### src/rtl/onehot_scan_decoder.sv
// onehot_scan_decoder
//   Registered binary-to-one-hot decoder with an internal index counter.
//   The index can be loaded directly from sel, or stepped up/down once
//   every DIV enabled cycles. The one-hot output can be blanked without
//   losing the index. Every output comes straight from a flop.
//
// Parameters
//   N   : index width; y is 2**N bits wide (N >= 1)
//   DIV : scan prescaler period in enabled cycles (DIV >= 1)
//
// Ports
//   clk      in   system clock, rising edge
//   reset_n  in   asynchronous active-low reset
//   en       in   global enable; 0 freezes idx, prescaler, y and stored mode
//   mode     in   00 DIRECT, 01 SCAN_UP, 10 SCAN_DOWN, 11 BLANK
//   sel      in   index loaded when load = 1
//   load     in   load strobe (ignored when en = 0)
//   y        out  one-hot of idx, or all-zero in BLANK
//   idx      out  current index
//   wrap     out  one-cycle pulse on the cycle a scan step wrapped idx
//
// Handshake: none. Inputs are sampled on every rising edge where en = 1;
// there is no valid/ready pairing, load is a single-cycle strobe.
module onehot_scan_decoder #(
  parameter int N   = 3,
  parameter int DIV = 4
) (
  input  logic                clk,
  input  logic                reset_n,
  input  logic                en,
  input  logic [1:0]          mode,
  input  logic [N-1:0]        sel,
  input  logic                load,
  output logic [(1<<N)-1:0]   y,
  output logic [N-1:0]        idx,
  output logic                wrap
);

  localparam int W  = 1 << N;
  localparam int PW = (DIV > 1) ? $clog2(DIV) : 1;
  localparam logic [PW-1:0] PRESC_LAST = PW'(DIV - 1);
  localparam logic [N-1:0]  IDX_MAX    = {N{1'b1}};

  typedef enum logic [1:0] {
    MODE_DIRECT    = 2'b00,
    MODE_SCAN_UP   = 2'b01,
    MODE_SCAN_DOWN = 2'b10,
    MODE_BLANK     = 2'b11
  } mode_e;

  logic [N-1:0]  idx_q,   idx_d;
  logic [W-1:0]  y_q,     y_d;
  logic          wrap_q,  wrap_d;
  logic [PW-1:0] presc_q, presc_d;
  mode_e         prev_mode_q, prev_mode_d;
  mode_e         mode_in;

  assign mode_in = mode_e'(mode);

  always_comb begin
    idx_d       = idx_q;
    y_d         = y_q;
    wrap_d      = 1'b0;     // wrap is a pulse: low unless a wrapping step happens
    presc_d     = presc_q;
    prev_mode_d = prev_mode_q;

    if (en) begin
      prev_mode_d = mode_in;

      if (load) begin
        idx_d   = sel;
        presc_d = '0;
      end else if (mode_in != prev_mode_q) begin
        // A mode change restarts the period so the next step is a full DIV away.
        presc_d = '0;
      end else if (mode_in == MODE_SCAN_UP || mode_in == MODE_SCAN_DOWN) begin
        if (presc_q == PRESC_LAST) begin
          presc_d = '0;
          if (mode_in == MODE_SCAN_UP) begin
            idx_d  = idx_q + 1'b1;
            wrap_d = (idx_q == IDX_MAX);
          end else begin
            idx_d  = idx_q - 1'b1;
            wrap_d = (idx_q == '0);
          end
        end else begin
          presc_d = presc_q + 1'b1;
        end
      end else begin
        presc_d = '0;
      end

      // y is decoded from the next index so it lines up with idx on the same edge.
      y_d = '0;
      if (mode_in != MODE_BLANK) begin
        y_d[idx_d] = 1'b1;
      end
    end
  end

  always_ff @(posedge clk or negedge reset_n) begin
    if (!reset_n) begin
      idx_q       <= '0;
      y_q         <= W'(1);
      wrap_q      <= 1'b0;
      presc_q     <= '0;
      prev_mode_q <= MODE_DIRECT;
    end else begin
      idx_q       <= idx_d;
      y_q         <= y_d;
      wrap_q      <= wrap_d;
      presc_q     <= presc_d;
      prev_mode_q <= prev_mode_d;
    end
  end

  assign y    = y_q;
  assign idx  = idx_q;
  assign wrap = wrap_q;

endmodule
### config.mk
export PLATFORM = sky130hd
export DESIGN_NAME = onehot_scan_decoder
export DESIGN_NICKNAME = d
export VERILOG_FILES = /design/src/rtl/onehot_scan_decoder.sv
export SDC_FILE = /design/constraint.sdc
export NUM_CORES = 1
export LEC_CHECK = 0
export ABC_AREA = 0
export CORE_UTILIZATION = 52
export DETAILED_ROUTE_END_ITERATION = 7
export HOLD_SLACK_MARGIN = 0.02
export PLACE_DENSITY_LB_ADDON = 0.05
export RECOVER_POWER = 25
export SLEW_MARGIN = 20
export SYNTH_ARGS = -nofsm -noshare
export SYNTH_HDL_FRONTEND = slang
export SYNTH_SLANG_ARGS = --single-unit
### constraint.sdc
create_clock -name clk -period 5 [get_ports clk]
set_input_delay 1.5 -clock clk [delete_from_list [all_inputs] [get_ports clk]]
set_output_delay 1.5 -clock clk [all_outputs]
set_load 0.01 [all_outputs]
# --- Yosys cells after proc, flatten, opt, wreduce, memory -nomap -nowiden ---
# Index checks and enable logic that the tools add are counted.
op_classes:
  n_addsub: 3
  order_cmp: 2
  eq_ne: 6
  mux: 19
  n_reduce_logical: 3
op_table:
  columns: ["cell", "n"]
  rows:
  - ["2-to-1 mux 3 bit", 6]
  - ["2-to-1 mux 2 bit", 4]
  - ["2-to-1 mux 8 bit", 1]
  - ["2-to-1 mux 1 bit", 7]
  - ["== test 2 bit (second input constant)", 2]
  - ["< comparator 3 x 4 -> 1 bit (second input constant)", 1]
  - ["adder 3 x 1 -> 3 bit (second input constant)", 1]
  - ["demux 1 bit (select 3 bit)", 1]
  - ["== test 3 bit (second input constant)", 1]
  - ["greater-or-equal comparator 3 x 1 -> 1 bit (second input constant)", 1]
  - ["logical NOT 3 bit", 1]
  - ["subtractor 3 x 1 -> 3 bit (second input constant)", 1]
  - ["adder 2 x 1 -> 2 bit (second input constant)", 1]
  - ["== test 2 x 1 -> 1 bit (second input constant)", 1]
  - ["inequality test 2 bit", 1]
  - ["inequality test 2 bit (second input constant)", 1]
  - ["logical AND 1 bit", 1]
  - ["logical OR 1 bit", 1]
word_totals:
  reg_bits: 16
  in_bits: 9
  elab_cells: 38

# --- Depth between registers and ports, before layout ---
# Gate-level depths: netlist (run 1).
logic_depth:
  word_depth: 12
  ltp_mapped: 8
  depth_no_buf: 8

# --- Least setup slack after synthesis (run 1) ---
# Ideal clock, no wire load.
synth_path:
  path_type: "input to register"
  from: "input mode[1]"
  to: "register y_q[5], in the netlist y[5]"
  arrival_ns: 2.994
  setup_slack_ns: 1.910
  stages: 8
  path_buffers: 0
  path_cell_list: "inv_1 > ha_1 > fa_1 > xnor2_1 > nor4_2 > xnor2_1 > o21a_4 > o32ai_2"
synth_between:
  elab_chain_cells: 12
  elab_cells_between_ends: 17
synth_lines:
  columns: ["element", "line", "text"]
  rows:
  - ["from (decl)", "31", "input logic [1:0] mode,"]
  - ["== test 2 x 1 -> 1 bit", "76, 79", null]
  - ["2-to-1 mux 3 bit", "79", "if (mode_in == MODE_SCAN_UP) begin"]
  - ["2-to-1 mux 3 bit", "77", "if (presc_q == PRESC_LAST) begin"]
  - ["2-to-1 mux 3 bit", "76", "end else if (mode_in == MODE_SCAN_UP || mode_in == MODE_SCAN_DOWN) begin"]
  - ["2-to-1 mux 3 bit", "73", "end else if (mode_in != prev_mode_q) begin"]
  - ["2-to-1 mux 3 bit", "70", "if (load) begin"]
  - ["2-to-1 mux 3 bit", "67", "if (en) begin"]
  - ["< comparator 3 x 4 -> 1 bit (not written as such) or greater-or-equal comparator 3 x 1 -> 1 bit (tied branches)", "96", "y_d[idx_d] = 1'b1;"]
  - ["logical AND 1 bit (not written as such)", "96", null]
  - ["2-to-1 mux 1 bit (not written as such)", "96", null]
  - ["demux 1 bit (select 3 bit)", "96", null]
  - ["2-to-1 mux 8 bit (*)", "95", "if (mode_in != MODE_BLANK) begin"]
  - ["to (signal assigned)", "110", "y_q <= y_d;"]
  - ["to (decl)", "52", "logic [W-1:0] y_q, y_d;"]
# Mark *: on every way between the ends. The rest lies on a longest branch, timed or not. The select of a mux whose other input is x is not followed.
# A chain may end at the register's enable or synchronous reset.

# --- Worst setup path in the final report (run 1) ---
layout_path:
  from: "input mode[1]"
  to: "register y_q[3], in the netlist y[3]"
# Same word-level chain as after synthesis.

==> results.md, run 1 <==
- Nets: 125
- Die area: 1960 um2
- PortBufs: 20
- Worst reg2reg path depth: 6
- Initial Util: 58.8%
- Clock transition at path regs: 0.09 ns
- Final setup fails: 0
- Crit end category: register
- Avg Synthesized Cell Area: 10.2 um2
- Ys flop type: dfrtp_1
- Setup crit start kind: primary input
- Worst setup startpoint: mode[1]
- Critical Path AT: around 3.8 ns
- Wire length per cell: between 15 and 20 um
- Commonest non-fill, non-tap cells in the layout: clkdlybuf4s50_1, dfrtp_1, inv_1, nand2_1
- Slew @ Worst Pin: between 0.7 and 0.8 ns
- Hold-fix buffers at CTS: 0
- Maxcap violations: 0
- Status: finished with violations
- Fmax: ~270 MHz
- Final Hold Vio Count: 0
- Final wirelength: a little over 2 mm
- Number of CTS-inserted buffers: 3
- Reg-to-Reg Start: idx[0]
- Width of the die: between 40 and 50 um
- Post-synth ARST share: 100%
- DRT Pass-1 Iters: 6
- Worst VDD drop: 217 uV
- Rel. slew slack: between 40 and 50%
- Initial antenna violation count: 0
- Req. time, crit path: around 5.2 ns
- GRT Overall Usage: 25.0%
- Mapped Cells: between 90 and 100
- DRC violations left: 1
- Post-route ant nets: 0
- Die height: between 40 and 50 um
- Initial DRC count: 19
- Synth cell types: 33
- RSZ-0062 raised after global routing: no
- Failing checks: DRC
- Via count: 744
- Register bit total from synthesis: 16
- Clock Sinks: 16
- Final Max Tran Viols: 0
- Critical path fanouts, max: 5
- Hold path startpoint: y[0]
- Crit share post-route: 72.9%
- Vias in the first global route: 720
- Flop-to-flop setup slack: around 2.8 ns
- Worst Skew: roughly 0.0067 ns
- Skew-Pair Late Insertion Delay: about 0.29 ns
- # rows: 14
- # diodes: 0
- Post-synth EDFFs: 0
- CTS Buffer Depth: 2
- Core area: 1580 um2
- Hold Crit Class: reg -> reg
- Post-CTS Setup Bufs: 0
- Hold path cells: 2
- CTS tree: yes
- Syn_nets: approximately 100
- Final core utilization: 73.7%
- Yosys warns: 0
- Post-Layout Cell Count: between 100 and 150
- Setup_tns: 0 ns
- Dpl hpwl: 1.42 mm
- Leading cell type in the layout, fill and taps excluded: clkdlybuf4s50_1
- CTS H-tree lvls: 1
- Layout area overhead: 25.2%
- Leakage power: 0.000471 uW
- Largest net degree at the start of global routing: 22
- Clk root buf: clkbuf_4
- DR vias/cell: just under 6
- Power Dens Cells: between 200 and 300 nW/um2
- Grt ovf: 0
- Type of the worst setup path: in -> reg
- # IOs: 21
- Global-route wire length before repair: roughly 3.5 mm
- Share of cells above drive strength 1: between 10 and 15%
- Final Critical Period: approximately 3.6 ns
- Placer congestion estimate: 0.742
- Register area share after synthesis: roughly 43%
- Resized Gates After CTS: 0
- Post-Syn Area: about 900 um2
- Dpl cells: 123
[synth_stat cells (2+ instances only)]
| library cell | count | area, um2 |
|---|---|---|
| o21ai_0 | 3 | 15.0 |
| ha_1 | 3 | 37.5 |
| nor2b_1 | 2 | 12.5 |
| o211ai_1 | 3 | 22.5 |
| nand3_1 | 2 | 10.0 |
| clkbuf_1 | 3 | 11.3 |
| mux2_2 | 2 | 22.5 |
| dfrtp_1 | 15 | 375 |
| xnor2_1 | 5 | 43.8 |
| a21oi_1 | 2 | 10.0 |
| nor2_1 | 2 | 7.51 |
| o32ai_2 | 2 | 32.5 |
| nand2_1 | 6 | 22.5 |
| inv_1 | 14 | 52.6 |
| xor2_1 | 2 | 17.5 |
| o32ai_1 | 2 | 17.5 |
| nand2b_1 | 2 | 12.5 |
| o31ai_1 | 2 | 15.0 |
| o22ai_1 | 5 | 31.3 |
[power by group]
part	total (uW)	internal (uW)	switching (uW)
registers	154	141	12.8
clock network	87.7	44.3	43.4
logic	85.8	42.7	43.1
[metal layers]
layer	global-route usage, %	up-vias	routed length, um
li1	-	363	-
met1	37.9	355	970
met2	38.2	22	1010
met3	2.45	4	79
met4	7.27	0	15
met5	0	-	0
[metrics by stage]
step / total power [uW] / hold WS [ns] / cell area [um2] / worst slack, ns
after CTS: 328 / 0.480 / 1160 / 1.37
final: 327 / 0.476 / 1160 / 1.35
after global placement: 238 / 0.464 / 1120 / 1.15
after global routing: 342 / 0.508 / 1160 / 1.22
after detailed placement: 241 / 0.465 / 1120 / 1.11
after floorplan: 203 / 0.459 / 927 / 1.91
[logic make-up after synthesis]
kind of cell | share of synthesized area [%]
compound gates | 20.5
xor+xnor | 6.61
mux | 3.51
flops | 43.3
fa+ha+maj | 6.21
simple gates | 11.7
buf+inv | 8.10
[worst paths after layout]
kind	endpoint
max in group asynchronous	y[3]
worst max register to register	y[3]
worst min-delay path	y[0]
min in group asynchronous	prev_mode_q[0]
worst max-delay path	y[3]
worst min register to register	y[0]
[cell type report]
cell class                      count  area, um2
Timing Repair Buffer               20        200
Sequential cell                    16        402
Tap cell                           16       20.0
Fill cell                         117        415
Multi-Input combinational cell     57        450
Inverter                           14       52.6
Clock buffer                        4       36.3
[worst max-delay path: stages]
cell and delay [ns]:
clkdlybuf4s50_1 0.57, inv_1 0.07, ha_1 0.25, fa_1 0.43, and4_1 0.17, o31ai_1 0.44, o211ai_1 0.21, o22ai_1 0.18
[flip-flops by register name, summed over array words and instances (netlist names)]
signal       count
idx              3
prev_mode_q      2
wrap             1
presc_q          2
y                8
Note: power is estimated with default switching activity, not from simulation.
==> inputs of run 2 (changes only) <==
- CORE_UTILIZATION: 52 -> 48
- clock period: 5 -> 3.5 ns (I/O delays scaled with it)
==> run 2 against run 1 <==
  * The run now ends clean
  * Flip-flop and latch count unchanged
  * Clock power increased by 17%
  * Register-to-register slack got worse by 1.4 ns
  * Routed wire length decreased by 8.6%
  * Worst hold slack got worse by 0.0013 ns
  * Cell area increased by 2.7%
  * Via count decreased by 0.94%
  * Combinational power increased by 47%
  * Non-clock buffer count increased by 4
  * Critical path depth increased by 1
  * Global-route usage decreased by 3.9 points
  * First-iteration DRC count decreased by 58%
  * Largest cell class unchanged
==> results.md, run 2 (same netlist as run 1, synthesis figures left out) <==
- # diodes: 0 (unchanged)
- Clock transition at path regs: 0.09 ns (about the same)
- Final Critical Period: a little under 3 ns
- Leading cell type in the layout, fill and taps excluded: clkdlybuf4s50_1
- Die height: 46.0 um (+3.9%)
- Clk root buf: clkbuf_4
- Post-route ant nets: 0 (unchanged)
- CTS tree: yes
- DRT Pass-1 Iters: 3 (-3)
- Crit end category: register
- Number of CTS-inserted buffers: 3 (unchanged)
- Hold Crit Class: reg -> reg
- Wire length per cell: 13.5 um (-17%)
- # IOs: 21 (unchanged)
- Hold-fix buffers at CTS: 0 (unchanged)
- Hold Slack: 0.475 ns (-0.00134 ns)
- Initial DRC count: 8 (-11)
- Cell family with most CP delay: adder cells
- CTS H-tree lvls: 1 (unchanged)
- Clock Sinks: 16 (unchanged)
- CTS Buffer Depth: 2 (unchanged)
- Worst VDD drop: 274 uV (+26%)
- Worst Skew: 0.0124 ns (+0.00567 ns)
- Width of the die: 46.0 um (+3.9%)
- GRT Overall Usage: 21.1% (-3.9 points)
- Final instance area: 1190 um2 (+2.7%)
- Vias in the first global route: 722 (+0.28%)
- Core area: 1760 um2 (+12%)
- Layout area overhead: 28.6%
- Resized Gates After CTS: 0 (unchanged)
- Slew @ Worst Pin: 0.764 ns (-0.0281 ns)
- Maxcap violations: 0 (unchanged)
- PortBufs: 20 (unchanged)
- Critical Path Slowest Stage Cell: clkdlybuf4s50_1
- Setup ws final: 0.550 ns (-0.803 ns)
- Critical path fanouts, max: 5 (unchanged)
- Power Dens Cells: 374 nW/um2 (+33%)
- Leakage power: 0.000484 uW (+2.8%)
- CP cell instances: clkdlybuf4s50_1, inv_1, ha_1, fa_1, xnor2_1, nor4_2, xnor2_1, o21a_4, o32ai_2
- Setup crit start kind: primary input
- Rel. slew slack: 48.9% (+1.9 points)
- Via count: 737 (-0.94%)
- Dpl hpwl: 1.37 mm (-3.3%)
- Final Hold Vio Count: 0 (unchanged)
- Largest register FFs: 8 (unchanged)
- Fmax: between 300 and 400 MHz
- DRC violations left: 0 (-1)
- Final wirelength: 1.89 mm (-8.6%)
- Type of the worst setup path: in -> reg
- Design Power: 446 uW (+36%)
- Status: complete, no violations
- Setup slack at placement: 0.242 ns (-0.866 ns)
- Final setup fails: 0 (unchanged)
- Final Max Tran Viols: 0 (unchanged)
- Req. time, crit path: 3.69 ns (-1.50 ns)
- Commonest non-fill, non-tap cells in the layout: clkdlybuf4s50_1, dfrtp_1, inv_1, nand2_1
- Cell mode on critical path: xnor2_1
- Placer congestion estimate: 0.719 (-3.0%)
- Skew-Pair Late Insertion Delay: 0.29 ns (about the same)
- # rows: 15 (+1)
- RSZ-0062 raised after global routing: no
- Largest net degree at the start of global routing: 22 (unchanged)
- DR vias/cell: 5.26 (-10%)
- Crit path buf inv count: 2 (unchanged)
- Nets: 129 (+3.2%)
- Crit share post-route: between 80% and 90%
- Die area: 2110 um2 (+8.0%)
- Initial antenna violation count: 0 (unchanged)
- CP peak stage delay: 0.47 ns (-0.10 ns)
- Dpl cell area: 1170 um2 (+3.7%)
- Post-CTS Setup Bufs: 0 (unchanged)
- Setup_tns: 0 ns (unchanged)
- Critical Path AT: 3.14 ns (-0.70 ns)
- Share of cells above drive strength 1: 13.0% (+2.2 points)
- Grt ovf: 0 (unchanged)
- Initial Util: 52.6% (-6.3 points)
- Flop-to-flop setup slack: 1.44 ns (-1.37 ns)
- Global-route wire length before repair: 3.15 mm (-10%)
[run 2: cell types whose count changed in the layout (fill, tap and decap cells not counted), sizes merged]
cell / before / now
buf: 0 / 4
[run 2: routing by layer]
layer	GRT usage [%]	share of wire, %	routed length, um
met2	31.8	47	886
met3	3.97	4.5	85
met5	0	0	0
met4	10.0	0.63	12
met1	29.0	48	906
[run 2: power breakdown]
part | internal, uW | switching (uW) | total, uW
combinational | 64.6 | 61.0 | 126
clock | 44.2 | 58.5 | 103
sequential | 202 | 15.8 | 217
total | 311 | 135 | 446
[run 2: path summary, 6_finish.rpt]
path | from | to | cells after the start
setup / recovery | mode[1] | y[5] | 9
hold / removal | y[0] | y[0] | 2
setup reg to reg | idx[0] | y[5] | 7
hold reg to reg | y[0] | y[0] | 2
max in group asynchronous | reset_n | y[3] | 1
min in group asynchronous | reset_n | prev_mode_q[0] | 1
[run 2: worst register-to-register path, cell delays in order, from the launching register on]
cell	delay [ns]
dfrtp_1	0.48
inv_1	0.10
fa_1	0.44
xnor2_1	0.15
nor4_2	0.17
xnor2_1	0.14
o21a_4	0.23
o32ai_2	0.24
[run 2: final cells by class]
cell class / instances / area [um2]
Clock buffer: 4 / 26.3
Fill cell: 160 / 572
Inverter: 14 / 52.6
Multi-Input combinational cell: 57 / 450
Sequential cell: 16 / 402
Tap cell: 25 / 31.3
Timing Repair Buffer: 24 / 230
[run 2: through the flow]
| stage | cells | utilization (%) |
|---|---|---|
| 2_1_floorplan | 91 | - |
| 3_3_place_gp | 136 | 66.1 |
| 3_5_place_dp | 136 | 66.1 |
| 4_1_cts | 140 | 67.6 |
| 5_1_grt | 140 | 67.6 |
| 6_report | 140 | 67.6 |
